`src/rtl/jpeg_outport_buffer_if.sv`:
```
// jpeg_outport_buffer_if
// Bundles the pixel-side handshake, the consumer-side handshake and the
// status outputs of the JPEG output-port buffer.
//   slave  modport : the buffer itself
//   master modport : whatever drives pixels in and consumes entries out
// Signal names keep the buffer's point of view (_i = into the buffer,
// _o = out of the buffer) so the two modports read unambiguously.
//   in_valid_i / in_accept_o         : pixel handshake
//   in_width_i, in_height_i          : frame geometry
//   in_x_i, in_y_i, in_pix_i         : pixel coordinate and channels (ch0 in LSBs)
//   drop_mode_i                      : 0 = backpressure, 1 = accept and discard when full
//   out_v_o / out_data_o / out_yumi_i: head entry and consumer take
//   level_o, drop_cnt_o              : occupancy and saturating drop count
//   frame_done_o, frame_err_o        : frame completion pulse, sticky count error
interface jpeg_outport_buffer_if #(
   parameter int DIM_W_P  = 16,
   parameter int CHAN_P   = 3,
   parameter int CHAN_W_P = 8,
   parameter int DEPTH_P  = 4
);
   localparam int DATA_W = 4*DIM_W_P + CHAN_P*CHAN_W_P;
   localparam int LVL_W  = $clog2(DEPTH_P) + 1;

   logic                       in_valid_i;
   logic [DIM_W_P-1:0]         in_width_i;
   logic [DIM_W_P-1:0]         in_height_i;
   logic [DIM_W_P-1:0]         in_x_i;
   logic [DIM_W_P-1:0]         in_y_i;
   logic [CHAN_P*CHAN_W_P-1:0] in_pix_i;
   logic                       in_accept_o;
   logic                       drop_mode_i;
   logic                       out_v_o;
   logic [DATA_W-1:0]          out_data_o;
   logic                       out_yumi_i;
   logic [LVL_W-1:0]           level_o;
   logic [15:0]                drop_cnt_o;
   logic                       frame_done_o;
   logic                       frame_err_o;

   modport slave (
      input  in_valid_i, in_width_i, in_height_i, in_x_i, in_y_i, in_pix_i,
      input  drop_mode_i, out_yumi_i,
      output in_accept_o, out_v_o, out_data_o, level_o, drop_cnt_o,
      output frame_done_o, frame_err_o
   );

   modport master (
      output in_valid_i, in_width_i, in_height_i, in_x_i, in_y_i, in_pix_i,
      output drop_mode_i, out_yumi_i,
      input  in_accept_o, out_v_o, out_data_o, level_o, drop_cnt_o,
      input  frame_done_o, frame_err_o
   );
endinterface

```
`src/rtl/jpeg_outport_buffer.sv`:
```
// jpeg_outport_buffer
// Small FIFO between a pixel-producing JPEG core and an output consumer.
// Entries are packed {width,height,x,y,pix} with width in the MSBs.
// In backpressure mode the core is stalled when the FIFO is full; in drop
// mode every beat is accepted and beats arriving at full are discarded and
// counted. Every accepted beat (stored or dropped) advances a frame pixel
// counter that is checked against width*height on the last pixel.
// Ports:
//   clk_i : rising-edge clock
//   rst_i : synchronous active-high reset
//   bus   : jpeg_outport_buffer_if.slave (all handshake, data and status)
module jpeg_outport_buffer #(
   parameter int DIM_W_P  = 16,
   parameter int CHAN_P   = 3,
   parameter int CHAN_W_P = 8,
   parameter int DEPTH_P  = 4
) (
   input logic                  clk_i,
   input logic                  rst_i,
   jpeg_outport_buffer_if.slave bus
);
   localparam int DATA_W = 4*DIM_W_P + CHAN_P*CHAN_W_P;
   localparam int PTR_W  = $clog2(DEPTH_P);
   localparam int LVL_W  = PTR_W + 1;
   localparam int CNT_W  = 2*DIM_W_P;

   logic [DATA_W-1:0] mem_q [DEPTH_P];
   logic [PTR_W-1:0]  wr_ptr_q, wr_ptr_d;
   logic [PTR_W-1:0]  rd_ptr_q, rd_ptr_d;
   logic [LVL_W-1:0]  level_q, level_d;
   logic [15:0]       drop_cnt_q, drop_cnt_d;
   logic [CNT_W-1:0]  pix_cnt_q, pix_cnt_d;
   logic              frame_done_q, frame_done_d;
   logic              frame_err_q, frame_err_d;

   logic              full_s, empty_s, accept_s;
   logic              in_beat_s, wr_en_s, rd_en_s, drop_s, last_pix_s;
   logic [CNT_W-1:0]  frame_size_s, pix_cnt_inc_s;
   logic [DATA_W-1:0] wr_data_s;

   // Handshake decode. Fullness is taken from the registered level, so a read
   // in the same cycle never frees room for a write.
   always_comb begin
      full_s   = (level_q == LVL_W'(DEPTH_P));
      empty_s  = (level_q == {LVL_W{1'b0}});
      if (rst_i) begin
         accept_s = 1'b0;
      end else if (bus.drop_mode_i) begin
         accept_s = 1'b1;
      end else begin
         accept_s = ~full_s;
      end
      in_beat_s = bus.in_valid_i & accept_s;
      wr_en_s   = in_beat_s & ~full_s;
      drop_s    = in_beat_s & full_s;
      rd_en_s   = bus.out_yumi_i & ~empty_s;
      wr_data_s = {bus.in_width_i, bus.in_height_i, bus.in_x_i, bus.in_y_i, bus.in_pix_i};
      // A zero dimension never matches, so such frames never complete.
      last_pix_s = (bus.in_width_i != {DIM_W_P{1'b0}}) &&
                   (bus.in_height_i != {DIM_W_P{1'b0}}) &&
                   (bus.in_x_i == bus.in_width_i - DIM_W_P'(1)) &&
                   (bus.in_y_i == bus.in_height_i - DIM_W_P'(1));
      frame_size_s  = CNT_W'(bus.in_width_i) * CNT_W'(bus.in_height_i);
      pix_cnt_inc_s = pix_cnt_q + CNT_W'(1);
   end

   // Next-state for pointers, level, drop counter and frame tracking.
   always_comb begin
      if (wr_en_s) begin
         wr_ptr_d = wr_ptr_q + PTR_W'(1);
      end else begin
         wr_ptr_d = wr_ptr_q;
      end
      if (rd_en_s) begin
         rd_ptr_d = rd_ptr_q + PTR_W'(1);
      end else begin
         rd_ptr_d = rd_ptr_q;
      end
      case ({wr_en_s, rd_en_s})
         2'b10:   level_d = level_q + LVL_W'(1);
         2'b01:   level_d = level_q - LVL_W'(1);
         default: level_d = level_q;
      endcase
      if (drop_s && (drop_cnt_q != 16'hFFFF)) begin
         drop_cnt_d = drop_cnt_q + 16'd1;
      end else begin
         drop_cnt_d = drop_cnt_q;
      end
      frame_done_d = 1'b0;
      frame_err_d  = frame_err_q;
      pix_cnt_d    = pix_cnt_q;
      if (in_beat_s) begin
         if (last_pix_s) begin
            frame_done_d = 1'b1;
            frame_err_d  = frame_err_q | (pix_cnt_inc_s != frame_size_s);
            pix_cnt_d    = {CNT_W{1'b0}};
         end else begin
            pix_cnt_d    = pix_cnt_inc_s;
         end
      end else begin
         pix_cnt_d = pix_cnt_q;
      end
   end

   // Control and status registers with synchronous reset.
   always_ff @(posedge clk_i) begin
      if (rst_i) begin
         wr_ptr_q     <= {PTR_W{1'b0}};
         rd_ptr_q     <= {PTR_W{1'b0}};
         level_q      <= {LVL_W{1'b0}};
         drop_cnt_q   <= 16'd0;
         pix_cnt_q    <= {CNT_W{1'b0}};
         frame_done_q <= 1'b0;
         frame_err_q  <= 1'b0;
      end else begin
         wr_ptr_q     <= wr_ptr_d;
         rd_ptr_q     <= rd_ptr_d;
         level_q      <= level_d;
         drop_cnt_q   <= drop_cnt_d;
         pix_cnt_q    <= pix_cnt_d;
         frame_done_q <= frame_done_d;
         frame_err_q  <= frame_err_d;
      end
   end

   // Entry storage; left unreset because the output is masked while empty.
   always_ff @(posedge clk_i) begin
      if (wr_en_s) begin
         mem_q[wr_ptr_q] <= wr_data_s;
      end
   end

   // Output drive; head data reads as zero whenever nothing is held.
   always_comb begin
      bus.in_accept_o  = accept_s;
      bus.out_v_o      = ~empty_s;
      bus.level_o      = level_q;
      bus.drop_cnt_o   = drop_cnt_q;
      bus.frame_done_o = frame_done_q;
      bus.frame_err_o  = frame_err_q;
      if (empty_s) begin
         bus.out_data_o = {DATA_W{1'b0}};
      end else begin
         bus.out_data_o = mem_q[rd_ptr_q];
      end
   end

   // A take from an empty buffer is harmless to the datapath but indicates a
   // broken consumer.
   yumi_when_empty: assert property (@(posedge clk_i) disable iff (rst_i)
                                     !(bus.out_yumi_i && empty_s));
endmodule

```
`src/flat_wrapper.sv`:
```
// flat-port wrapper written by rule: the top's interface ports become plain ports
module jpeg_outport_buffer_flat 
#(
   parameter int DIM_W_P  = 16,
   parameter int CHAN_P   = 3,
   parameter int CHAN_W_P = 8,
   parameter int DEPTH_P  = 4
)
  (clk_i, rst_i, bus_in_valid_i, bus_in_width_i, bus_in_height_i, bus_in_x_i, bus_in_y_i, bus_in_pix_i, bus_drop_mode_i, bus_out_yumi_i, bus_in_accept_o, bus_out_v_o, bus_out_data_o, bus_level_o, bus_drop_cnt_o, bus_frame_done_o, bus_frame_err_o);
  jpeg_outport_buffer_if #(.DIM_W_P(DIM_W_P), .CHAN_P(CHAN_P), .CHAN_W_P(CHAN_W_P), .DEPTH_P(DEPTH_P)) bus_i ();
  input logic clk_i;
  input logic rst_i;
  input wire logic [$bits(bus_i.in_valid_i)-1:0] bus_in_valid_i;
  input wire logic [$bits(bus_i.in_width_i)-1:0] bus_in_width_i;
  input wire logic [$bits(bus_i.in_height_i)-1:0] bus_in_height_i;
  input wire logic [$bits(bus_i.in_x_i)-1:0] bus_in_x_i;
  input wire logic [$bits(bus_i.in_y_i)-1:0] bus_in_y_i;
  input wire logic [$bits(bus_i.in_pix_i)-1:0] bus_in_pix_i;
  input wire logic [$bits(bus_i.drop_mode_i)-1:0] bus_drop_mode_i;
  input wire logic [$bits(bus_i.out_yumi_i)-1:0] bus_out_yumi_i;
  output wire logic [$bits(bus_i.in_accept_o)-1:0] bus_in_accept_o;
  output wire logic [$bits(bus_i.out_v_o)-1:0] bus_out_v_o;
  output wire logic [$bits(bus_i.out_data_o)-1:0] bus_out_data_o;
  output wire logic [$bits(bus_i.level_o)-1:0] bus_level_o;
  output wire logic [$bits(bus_i.drop_cnt_o)-1:0] bus_drop_cnt_o;
  output wire logic [$bits(bus_i.frame_done_o)-1:0] bus_frame_done_o;
  output wire logic [$bits(bus_i.frame_err_o)-1:0] bus_frame_err_o;
  assign bus_i.in_valid_i = bus_in_valid_i;
  assign bus_i.in_width_i = bus_in_width_i;
  assign bus_i.in_height_i = bus_in_height_i;
  assign bus_i.in_x_i = bus_in_x_i;
  assign bus_i.in_y_i = bus_in_y_i;
  assign bus_i.in_pix_i = bus_in_pix_i;
  assign bus_i.drop_mode_i = bus_drop_mode_i;
  assign bus_i.out_yumi_i = bus_out_yumi_i;
  assign bus_in_accept_o = bus_i.in_accept_o;
  assign bus_out_v_o = bus_i.out_v_o;
  assign bus_out_data_o = bus_i.out_data_o;
  assign bus_level_o = bus_i.level_o;
  assign bus_drop_cnt_o = bus_i.drop_cnt_o;
  assign bus_frame_done_o = bus_i.frame_done_o;
  assign bus_frame_err_o = bus_i.frame_err_o;
  jpeg_outport_buffer #(.DIM_W_P(DIM_W_P), .CHAN_P(CHAN_P), .CHAN_W_P(CHAN_W_P), .DEPTH_P(DEPTH_P)) u_core (.clk_i(clk_i), .rst_i(rst_i), .bus(bus_i));
endmodule
```
`config.mk`:
```
export PLATFORM = sky130hd
export DESIGN_NAME = jpeg_outport_buffer_flat
export DESIGN_NICKNAME = d
export VERILOG_FILES = /design/src/rtl/jpeg_outport_buffer_if.sv /design/src/rtl/jpeg_outport_buffer.sv /design/src/flat_wrapper.sv
export SDC_FILE = /design/constraint.sdc
export NUM_CORES = 1
export LEC_CHECK = 0
export ABC_AREA = 1
export CAP_MARGIN = 25
export CORE_MARGIN = 1.5
export CORE_UTILIZATION = 65
export DETAILED_ROUTE_END_ITERATION = 12
export PLACE_DENSITY_LB_ADDON = 0.15
export SKIP_LAST_GASP = 1
export SLEW_MARGIN = 30
export SYNTH_ARGS = -nofsm -noshare
export SYNTH_HDL_FRONTEND = slang
export SYNTH_SLANG_ARGS = --single-unit
```
`constraint.sdc`:
```
create_clock -name clk_i -period 13.7 [get_ports clk_i]
set_input_delay 4.11 -clock clk_i [delete_from_list [all_inputs] [get_ports clk_i]]
set_output_delay 4.11 -clock clk_i [all_outputs]
set_load 0.05 [all_outputs]
```
==> flow_summary.ini, run 1 <==
[floorplan]
io_pins = 204
placementRows = 75
core_um2 = 42100
die_h_um = 210
initial_utilization_pct = 66.3
dieArea_um2 = 44200
fp.dieW_um = 210

[setup_path]
worstPathRequired_ns = 9.59
slowest_delay_ns = 0.70
critical_path.startpoint_type = input port
arrival_ns = 6.37
rrSetupSlack_ns = 9.66
path_buf_inv = 5
critPathLaunch = rst_i
crit_path_max_fanout = 40
worstPathCellList = clkdlybuf4s50_1, buf_4, inv_1, nand2_1, inv_1, clkdlybuf4s50_1
r2r_end = u_core.mem_q[1][69]$_DFFE_PP_
cp_slowest_cell = clkdlybuf4s50_1
critPathCaptureType = output port
crit_type = input port to output port
crit_family = buffers and inverters
r2r_start = u_core.bus.level_o[0]$_SDFFE_PP0P_
r2r.worst_path.cells = 8

[clock_tree]
clkSinkCount = 411
clock_tree.buffer_depth = 3
post-cts-setup-buffers = 0
insertion_delay_ns = 0.56
clk_pin_slew_ns = 0.06
ctsResizeCount = 0
cts_hold_buf = 0
cts_tree = yes
cts-root-buf = clkbuf_16
cts_buffers = 41
htreeDepth = 2

[timing]
setup_viol = 0
finalCritPeriodShare_pct = 76.5
worstMarginPinSlew_ns = 1.03
final_max_slew_viol_count = 0
clock-skew-final_ns = 0.0165
rsz0062_at_grt = no
min_period_ns = 10.48
fmax_mhz = 95.4
relSlewSlack_pct = 31.1
tns_ns = 0
hold_viol = 0

[power]
p_seq_share_pct = 18.6
p_sw_mw = 3.99
p_leak_nw = 13.5
pwr-share-comb_pct = 66.4
vdd_drop_max_mv = 0.231
p_per_area_nw_per_um2 = 249
netSwitchingFraction_pct = 50.7
cell_internal_pwr_mw = 3.88
pwr-share-clk_pct = 15.0

[cells_and_area]
multiInputGateArea_um2 = 13700
fill_cells = 3076
area_growth_syn_to_layout_pct = 13.2
drive_above_1_share_pct = 4.49
final_cell_count_no_fill = 3924
fin_nets = 3752
register_area_um2 = 11800

[synth]
synth_enable_flop_cells = 352
synthCells = 3226
syn_avg_cell_area_um2 = 8.65
synth_cell_types = 48
syn_nets = 3627
ys_seq_area_share_pct = 42.1
netlist_area_um2 = 27900
synthArstFlopShare_pct = 0
ys.flop_type = edfxtp_1
yosysWarnings = 0
synth_seq_cells = 411

[route]
wl_per_cell_um = 18.2
final_antenna_net_count = 0
route.detailed.drc = 0
via_per_inst = 5.66
drt-total-wl_mm = 71.5
first_pass_iters = 6
vias = 22227
initialDrtViolationCount = 1939

[min_path]
hold_start = u_core.rd_ptr_q[1]$_SDFFE_PP0P_
whs_path_depth = 2
hp-class = register to register

[placed_design]
gp_congestion = 0.891
dp.cells = 3847
dpl.hpwl_mm = 49.1
io_buffer_count = 203

[global_route]
grt_remaining_overflow = 0
grt_max_degree = 105
grt_pass1_wl_mm = 114
antenna_found_initial = 2
first_global_vias = 22091
globalRouteTotalUtil_pct = 33.0

[run_status]
status = complete, no violations

[run]
maxCapViolations = 0
[power groups by stage]
stage	registers, mW	clock network (mW)	logic (mW)
global route	1.47	1.24	5.84
CTS	1.46	1.19	5.26
finish	1.46	1.18	5.22
detailed placement	1.49	0	5.23
floorplan	1.48	0	3.82
global placement	1.49	0	5.16
[per-stage QoR]
stage                     setup WS [ns]  hold WS (ns)  cell area [um2]  total power [mW]  utilization, %
final                              3.22         0.477            31600              7.86            75.0
after global routing               3.04         0.513            31600              8.54            75.0
after CTS                          3.22         0.482            31600              7.91            75.1
after detailed placement           2.91         0.460            30200              6.72            71.7
after global placement             2.93         0.442            30200              6.65            71.8
after floorplan                    4.16         0.436            27900              5.30               -
[area by class of cell]
class,instances,area share [%]
Inverter,493,5.87
Multi-Input combinational cell,2175,43.4
Clock inverter,21,0.820
Antenna cell,2,0.0158
Tap cell,539,2.13
Timing Repair Buffer,229,6.83
Sequential cell,411,37.2
Clock buffer,54,3.70
[layer usage]
metal	GRT usage (%)	part of all wire, %	vias to the layer above
met3	4.83	8.0	166
met2	55.6	49	947
li1	-	-	10461
met4	11.3	3.1	2
met5	0	0.024	-
met1	44.1	40	10651
[placed cells by master, fill, tap and decap left out, drive strengths merged, types with 2 or more instances in the layout]
master	count
xnor2	24
nor4	3
nor2	512
xor2	38
fa	195
a21o	3
inv	493
clkbuf	54
nand3	136
ha	113
or2	7
dfxtp	59
o31ai	2
o21ai	202
bufinv	6
a21oi	161
o21bai	3
nand2	695
edfxtp	352
clkinv	15
clkdlybuf4s50	186
xnor3	2
nand3b	12
nand4	25
buf	43
diode	2
nor3	32
nor3b	4
[flip-flops by register name, summed over array words and instances, names as in the netlist, named ones only]
name and cells:
u_core.bus.level_o 3, u_core.pix_cnt_q 32, u_core.bus.drop_cnt_o 16, u_core.bus.frame_done_o 1, u_core.mem_q 352, u_core.wr_ptr_q 2
u_core.rd_ptr_q 2, u_core.bus.frame_err_o 1
[synth_stat cells, types with 7 or more instances]
library cell    n  area share (%)
a21oi_1       160             2.9
buf_1          34            0.46
buf_2          20            0.36
buf_6           7            0.28
clkbuf_1       84             1.1
dfxtp_1        59             4.2
edfxtp_1      352              38
fa_1          195              14
ha_1          113             5.1
inv_1         489             6.6
nand2_1       691             9.3
nand3_1       133             2.4
nand3b_1       12            0.32
nand4_1        25            0.56
nor2_1        500             6.7
nor2_4          8            0.32
nor3_1         28            0.50
o21ai_0       199             3.6
xnor2_1        24            0.75
xor2_1         38             1.2
[how the worst max path moves through the flow]
stage,cells past startpoint,slack [ns],endpoint
2_1_floorplan,30,4.16,u_core.bus.frame_err_o$_SDFFE_PP0P_
3_3_place_gp,27,2.93,u_core.bus.frame_err_o$_SDFFE_PP0P_
3_5_place_dp,27,2.91,u_core.bus.frame_err_o$_SDFFE_PP0P_
4_1_cts,6,3.22,bus_in_accept_o
5_1_grt,6,3.04,bus_in_accept_o
6_report,6,3.22,bus_in_accept_o
[cells by family (layout without fill, tap and decap cells)]
family / count (synthesis) / in the layout / share of synthesized area (%)
compound gates: 374 / 374 / 6.85
simple gates: 1429 / 1429 / 21.0
fa+ha+maj: 308 / 308 / 19.0
flops: 411 / 411 / 42.1
buf+inv: 640 / 797 / 8.90
other cells: 0 / 2 / 0
xor+xnor: 64 / 64 / 2.11
[tightest hold or removal path, cell delays in order, from the launching register on]
cell and delay (ns):
dfxtp_1 0.30, inv_1 0.06, a21oi_1 0.07
(Power assumes the default switching activity.)
==> run 2: changes to the inputs <==
--- a/config.mk
+++ b/config.mk
@@ -8,7 +8,7 @@
 export ABC_AREA = 1
 export CAP_MARGIN = 25
 export CORE_MARGIN = 1.5
-export CORE_UTILIZATION = 65
+export CORE_UTILIZATION = 60
 export DETAILED_ROUTE_END_ITERATION = 12
 export PLACE_DENSITY_LB_ADDON = 0.15
 export SKIP_LAST_GASP = 1
==> constraint.sdc (replaced) <==
create_clock -name clk_i -period 10.1 [get_ports clk_i]
set_input_delay 3.03 -clock clk_i [delete_from_list [all_inputs] [get_ports clk_i]]
set_output_delay 3.03 -clock clk_i [all_outputs]
set_load 0.05 [all_outputs]
==> flow_summary.ini, run 2 (synthesized netlist as in run 1, its figures left out) <==
[clock_tree]
htreeDepth = 2
insertion_delay_ns = 0.56
cts_tree = yes
cts_buffers = 43
ctsResizeCount = 0
post-cts-setup-buffers = 0
clkSinkCount = 411
cts-root-buf = clkbuf_16
cts_hold_buf = 0
clk_pin_slew_ns = 0.06
clock_tree.buffer_depth = 3

[global_route]
first_global_vias = 21978
grt_max_degree = 115
globalRouteTotalUtil_pct = 31.0
grt_remaining_overflow = 0
antenna_found_initial = 4
grt_pass1_wl_mm = 115

[timing]
clock-skew-final_ns = 0.0124
rsz0062_at_grt = no
finalCritPeriodShare_pct = 89.8
tns_ns = 0
hold_viol = 0
worstMarginPinSlew_ns = 0.977
relSlewSlack_pct = 34.7
min_period_ns = 9.07
final_max_slew_viol_count = 0
fmax_mhz = 110
hold_ws_ns = 0.469
setup_viol = 0

[route]
route.detailed.drc = 0
drt-total-wl_mm = 72.9
via_per_inst = 5.54
final_antenna_net_count = 0
wl_per_cell_um = 18.1
first_pass_iters = 6
initialDrtViolationCount = 1759
vias = 22264

[placed_design]
io_buffer_count = 203
gp_congestion = 0.912
dpl_cell_area_um2 = 30600
dpl.hpwl_mm = 51.6

[setup_path]
slowest_delay_ns = 1.04
critPathCaptureType = register
path_buf_inv = 4
critical_path.startpoint_type = input port
arrival_ns = 9.49
crit_top_cell = nand2_1
worstPathRequired_ns = 10.52
cp_slowest_cell = clkdlybuf4s50_1
crit_path_max_fanout = 22
crit_family = adder cells
crit_type = input port to register

[cells_and_area]
largest_reg_flops = 352
final_area_um2 = 32000
area_growth_syn_to_layout_pct = 14.5
drive_above_1_share_pct = 5.00
fin_nets = 3787
mostFrequentLayoutCells = nand2_1, nor2_1, inv_1, edfxtp_1, clkdlybuf4s50_1
postLayoutCoreUtil_pct = 70.0
largest-register = u_core.mem_q
layout_commonest_cell = nand2_1

[floorplan]
dieArea_um2 = 47800
placementRows = 78
fp.dieW_um = 219
die_h_um = 219
io_pins = 204
core_um2 = 45700
initial_utilization_pct = 61.1

[run_status]
status = complete, no violations

[power]
p_per_area_nw_per_um2 = 332
p_leak_nw = 13.6
vdd_drop_max_mv = 0.371
p_total_mw = 10.6

[min_path]
hp-class = register to register

[run]
maxCapViolations = 0
-- run 2: cell types whose count changed in the layout (fill, tap and decap cells not counted), sizes merged --
cell,previous run,this run
clkinvlp,0,5
buf,43,60
clkbuf,54,51
clkinv,15,19
clkdlybuf4s50,186,202
inv,493,495
bufinv,6,2
-- run 2: worst register-to-register path: stages (launching register included) --
cell and delay (ns):
dfxtp_1 0.45, nor3_1 0.11, inv_1 0.11, or2_1 0.11
nand2_1 0.09, nor2_4 0.74, nand2_1 0.56, nor2_4 0.19
buf_4 0.66, buf_4 0.62
-- run 2: power breakdown --
| group | total (mW) | switching, mW | internal, mW |
|---|---|---|---|
| Clock | 1.52 | 0.661 | 0.857 |
| Combinational | 7.15 | 4.78 | 2.37 |
| Sequential | 1.96 | 0.0291 | 1.93 |
| Total | 10.6 | 5.47 | 5.16 |
-- run 2: area by class of cell --
type                    instances  area, um2
inverters                     493       1850
multi-input cells            2175      13700
flip-flops and latches        411      11800
clock inverters                28        225
well taps                     600        751
fillers                      3509      13700
clock buffers                  51       1130
repair buffers                262       2530
diodes                          2       5.00
-- run 2: worst paths after layout --
check,cells past startpoint,slack (ns),endpoint,start
setup / recovery,27,1.03,u_core.bus.frame_err_o$_SDFFE_PP0P_,bus_in_height_i[5]
hold / removal,2,0.47,register,u_core.rd_ptr_q[1]$_SDFFE_PP0P_
setup reg to reg,9,6.06,u_core.mem_q[1][71]$_DFFE_PP_,u_core.bus.level_o[0]$_SDFFE_PP0P_
hold reg to reg,2,0.47,register,u_core.rd_ptr_q[1]$_SDFFE_PP0P_
-- run 2: metrics by stage --
stage / setup WS [ns] / std cells
after floorplan: 1.64 / 3226
after global placement: 0.548 / 3939
after detailed placement: 0.552 / 3939
after CTS: 1.12 / 4018
after global routing: 0.659 / 4020
final: 1.03 / 4022
-- run 2: metal layers --
layer	GRT usage [%]	share of wire, %
met5	0	0.049
met4	11.4	3.4
met3	6.00	8.8
met2	51.4	48
met1	40.6	40
==> run 3: changes to the inputs <==
--- a/config.mk
+++ b/config.mk
@@ -10,6 +10,7 @@
 export CORE_MARGIN = 1.5
 export CORE_UTILIZATION = 60
 export DETAILED_ROUTE_END_ITERATION = 12
+export GPL_TIMING_DRIVEN = 0
 export PLACE_DENSITY_LB_ADDON = 0.15
 export SKIP_LAST_GASP = 1
 export SLEW_MARGIN = 30
==> flow_summary.ini, run 3 (synthesized netlist as in run 1, its figures left out) <==
[run_status]
status = complete, no violations

[route]
via_per_inst = 5.60
route.detailed.drc = 0
drt-total-wl_mm = 77.2
wl_per_cell_um = 18.7
vias = 23082
first_pass_iters = 5
final_antenna_net_count = 0
initialDrtViolationCount = 2364

[global_route]
grt_pass1_wl_mm = 121
grt_max_degree = 23
antenna_found_initial = 1
globalRouteTotalUtil_pct = 33.0
grt_remaining_overflow = 0
first_global_vias = 22916

[clock_tree]
clock_tree.buffer_depth = 3
clkSinkCount = 411
post-cts-setup-buffers = 0
clk_pin_slew_ns = 0.06
cts_buffers = 43
cts_tree = yes
htreeDepth = 2
insertion_delay_ns = 0.57
cts-root-buf = clkbuf_16

[setup_path]
critical_path.startpoint_type = input port
slowest_delay_ns = 0.64
arrival_ns = 10.07
rrSetupSlack_ns = 7.01
crit_top_cell = nand2_1
critPathCaptureType = register
r2r.worst_path.cells = 11
r2r_start = u_core.bus.level_o[0]$_SDFFE_PP0P_
worstPathRequired_ns = 10.52
cp_slowest_cell = clkdlybuf4s50_1
crit_path_max_fanout = 10
r2r_end = u_core.mem_q[1][26]$_DFFE_PP_
crit_type = input port to register

[floorplan]
placementRows = 78
initial_utilization_pct = 61.1
die_h_um = 219
dieArea_um2 = 47800
core_um2 = 45700
io_pins = 204
fp.dieW_um = 219

[cells_and_area]
largest-register = u_core.mem_q
mostFrequentLayoutCells = nand2_1, nor2_1, inv_1, edfxtp_1, clkdlybuf4s50_1
fin_nets = 3892
drive_above_1_share_pct = 4.35
postLayoutCoreUtil_pct = 71.2
area_growth_syn_to_layout_pct = 16.5
layout_commonest_cell = nand2_1
largest_reg_flops = 352

[power]
pwr-share-comb_pct = 67.9
cell_internal_pwr_mw = 5.20
p_total_mw = 10.7
p_leak_nw = 13.8
p_sw_mw = 5.52
vdd_drop_max_mv = 0.370
netSwitchingFraction_pct = 51.5
p_seq_share_pct = 18.2
p_per_area_nw_per_um2 = 329
pwr-share-clk_pct = 13.9

[placed_design]
dpl.hpwl_mm = 59.3
io_buffer_count = 203
gp_congestion = 0.933

[min_path]
whs_path_depth = 2
hold_start = u_core.bus.frame_err_o$_SDFFE_PP0P_
hp-class = register to register
hold_end = u_core.bus.frame_err_o$_SDFFE_PP0P_

[timing]
hold_viol = 0
relSlewSlack_pct = 33.5
worstMarginPinSlew_ns = 0.997
fmax_mhz = 104
final_max_slew_viol_count = 0
setup_viol = 0
rsz0062_at_grt = no
clock-skew-final_ns = 0.0232
finalCritPeriodShare_pct = 95.6
min_period_ns = 9.66

[run]
maxCapViolations = 0
-- run 3: changes by cell type in the layout (fill, tap and decap cells not counted), moves of 4 or more --
cell | previous run | this run
buf_16 | 1 | 17
clkbuf_1 | 7 | 86
buf_1 | 0 | 34
buf_4 | 53 | 2
buf_6 | 3 | 7
clkbuf_2 | 0 | 4
buf_2 | 1 | 20
-- run 3: metal layers --
| metal | vias to the layer above | global-route usage (%) | wire length [um] |
|---|---|---|---|
| li1 | 10766 | - | - |
| met1 | 11067 | 43.9 | 30300 |
| met2 | 1091 | 55.0 | 37500 |
| met3 | 158 | 5.46 | 7060 |
| met4 | 0 | 11.3 | 2340 |
| met5 | - | 0 | 0 |
-- run 3: area by class of cell --
cell class / count / area [um2]
antenna: 2 / 5.00
buffer: 145 / 631
clock buffer: 51 / 1130
clock inverter: 22 / 181
fill: 3493 / 13100
inverter: 493 / 1850
multi-input combinational: 2175 / 13700
sequential: 411 / 11800
tap: 600 / 751
timing repair buffer: 222 / 2520
-- run 3: power by group through the flow --
stage | registers, mW | logic [mW] | clock network, mW
after floorplan | 2.01 | 5.18 | 0
after global placement | 2.00 | 7.06 | 0
after detailed placement | 1.98 | 7.20 | 0
after CTS | 1.95 | 7.26 | 1.50
after global routing | 1.96 | 8.10 | 1.57
final | 1.95 | 7.27 | 1.49
-- run 3: timing repair --
item	4_1_cts	5_1_grt
endpoints found under the setup margin	0	1
endpoints found under the hold margin	0	0
gates resized for setup	0	6
hold buffers	0	0
-- run 3: worst max-delay path by stage --
| stage | start | endpoint | cells after the start |
|---|---|---|---|
| 4_1_cts | bus_in_width_i[10] | u_core.bus.frame_err_o$_SDFFE_PP0P_ | 28 |
| 3_5_place_dp | bus_in_width_i[10] | u_core.bus.frame_err_o$_SDFFE_PP0P_ | 28 |
| 5_1_grt | bus_in_width_i[15] | u_core.bus.frame_err_o$_SDFFE_PP0P_ | 28 |
| 6_report | bus_in_width_i[8] | u_core.bus.frame_err_o$_SDFFE_PP0P_ | 28 |
| 3_3_place_gp | rst_i | u_core.mem_q[2][28]$_DFFE_PP_ | 6 |
| 2_1_floorplan | bus_in_width_i[13] | u_core.bus.frame_err_o$_SDFFE_PP0P_ | 30 |
-- run 3: critical path, delay by kind of cell --
family | cells | cell delay, ns
AOI/OAI and AO/OA | 2 | 0.26
adders and majority gates | 7 | 3.44
buffers and inverters | 5 | 1.66
and+or+nand+nor | 14 | 1.66
-- run 3: per-stage QoR --
| stage | setup slack (ns) | setup TNS (ns) | instances | cell area, um2 | hold WS [ns] |
|---|---|---|---|---|---|
| 2_1_floorplan | 1.64 | 0 | 3226 | 27900 | 0.436 |
| 3_5_place_dp | -0.339 | -0.339 | 4048 | 31200 | 0.468 |
| 4_1_cts | 0.217 | 0 | 4121 | 32500 | 0.481 |
| 6_report | 0.444 | 0 | 4121 | 32500 | 0.479 |
| 3_3_place_gp | -1.13 | -370.69 | 4029 | 30700 | 0.447 |
| 5_1_grt | 0.0198 | 0 | 4120 | 32500 | 0.488 |
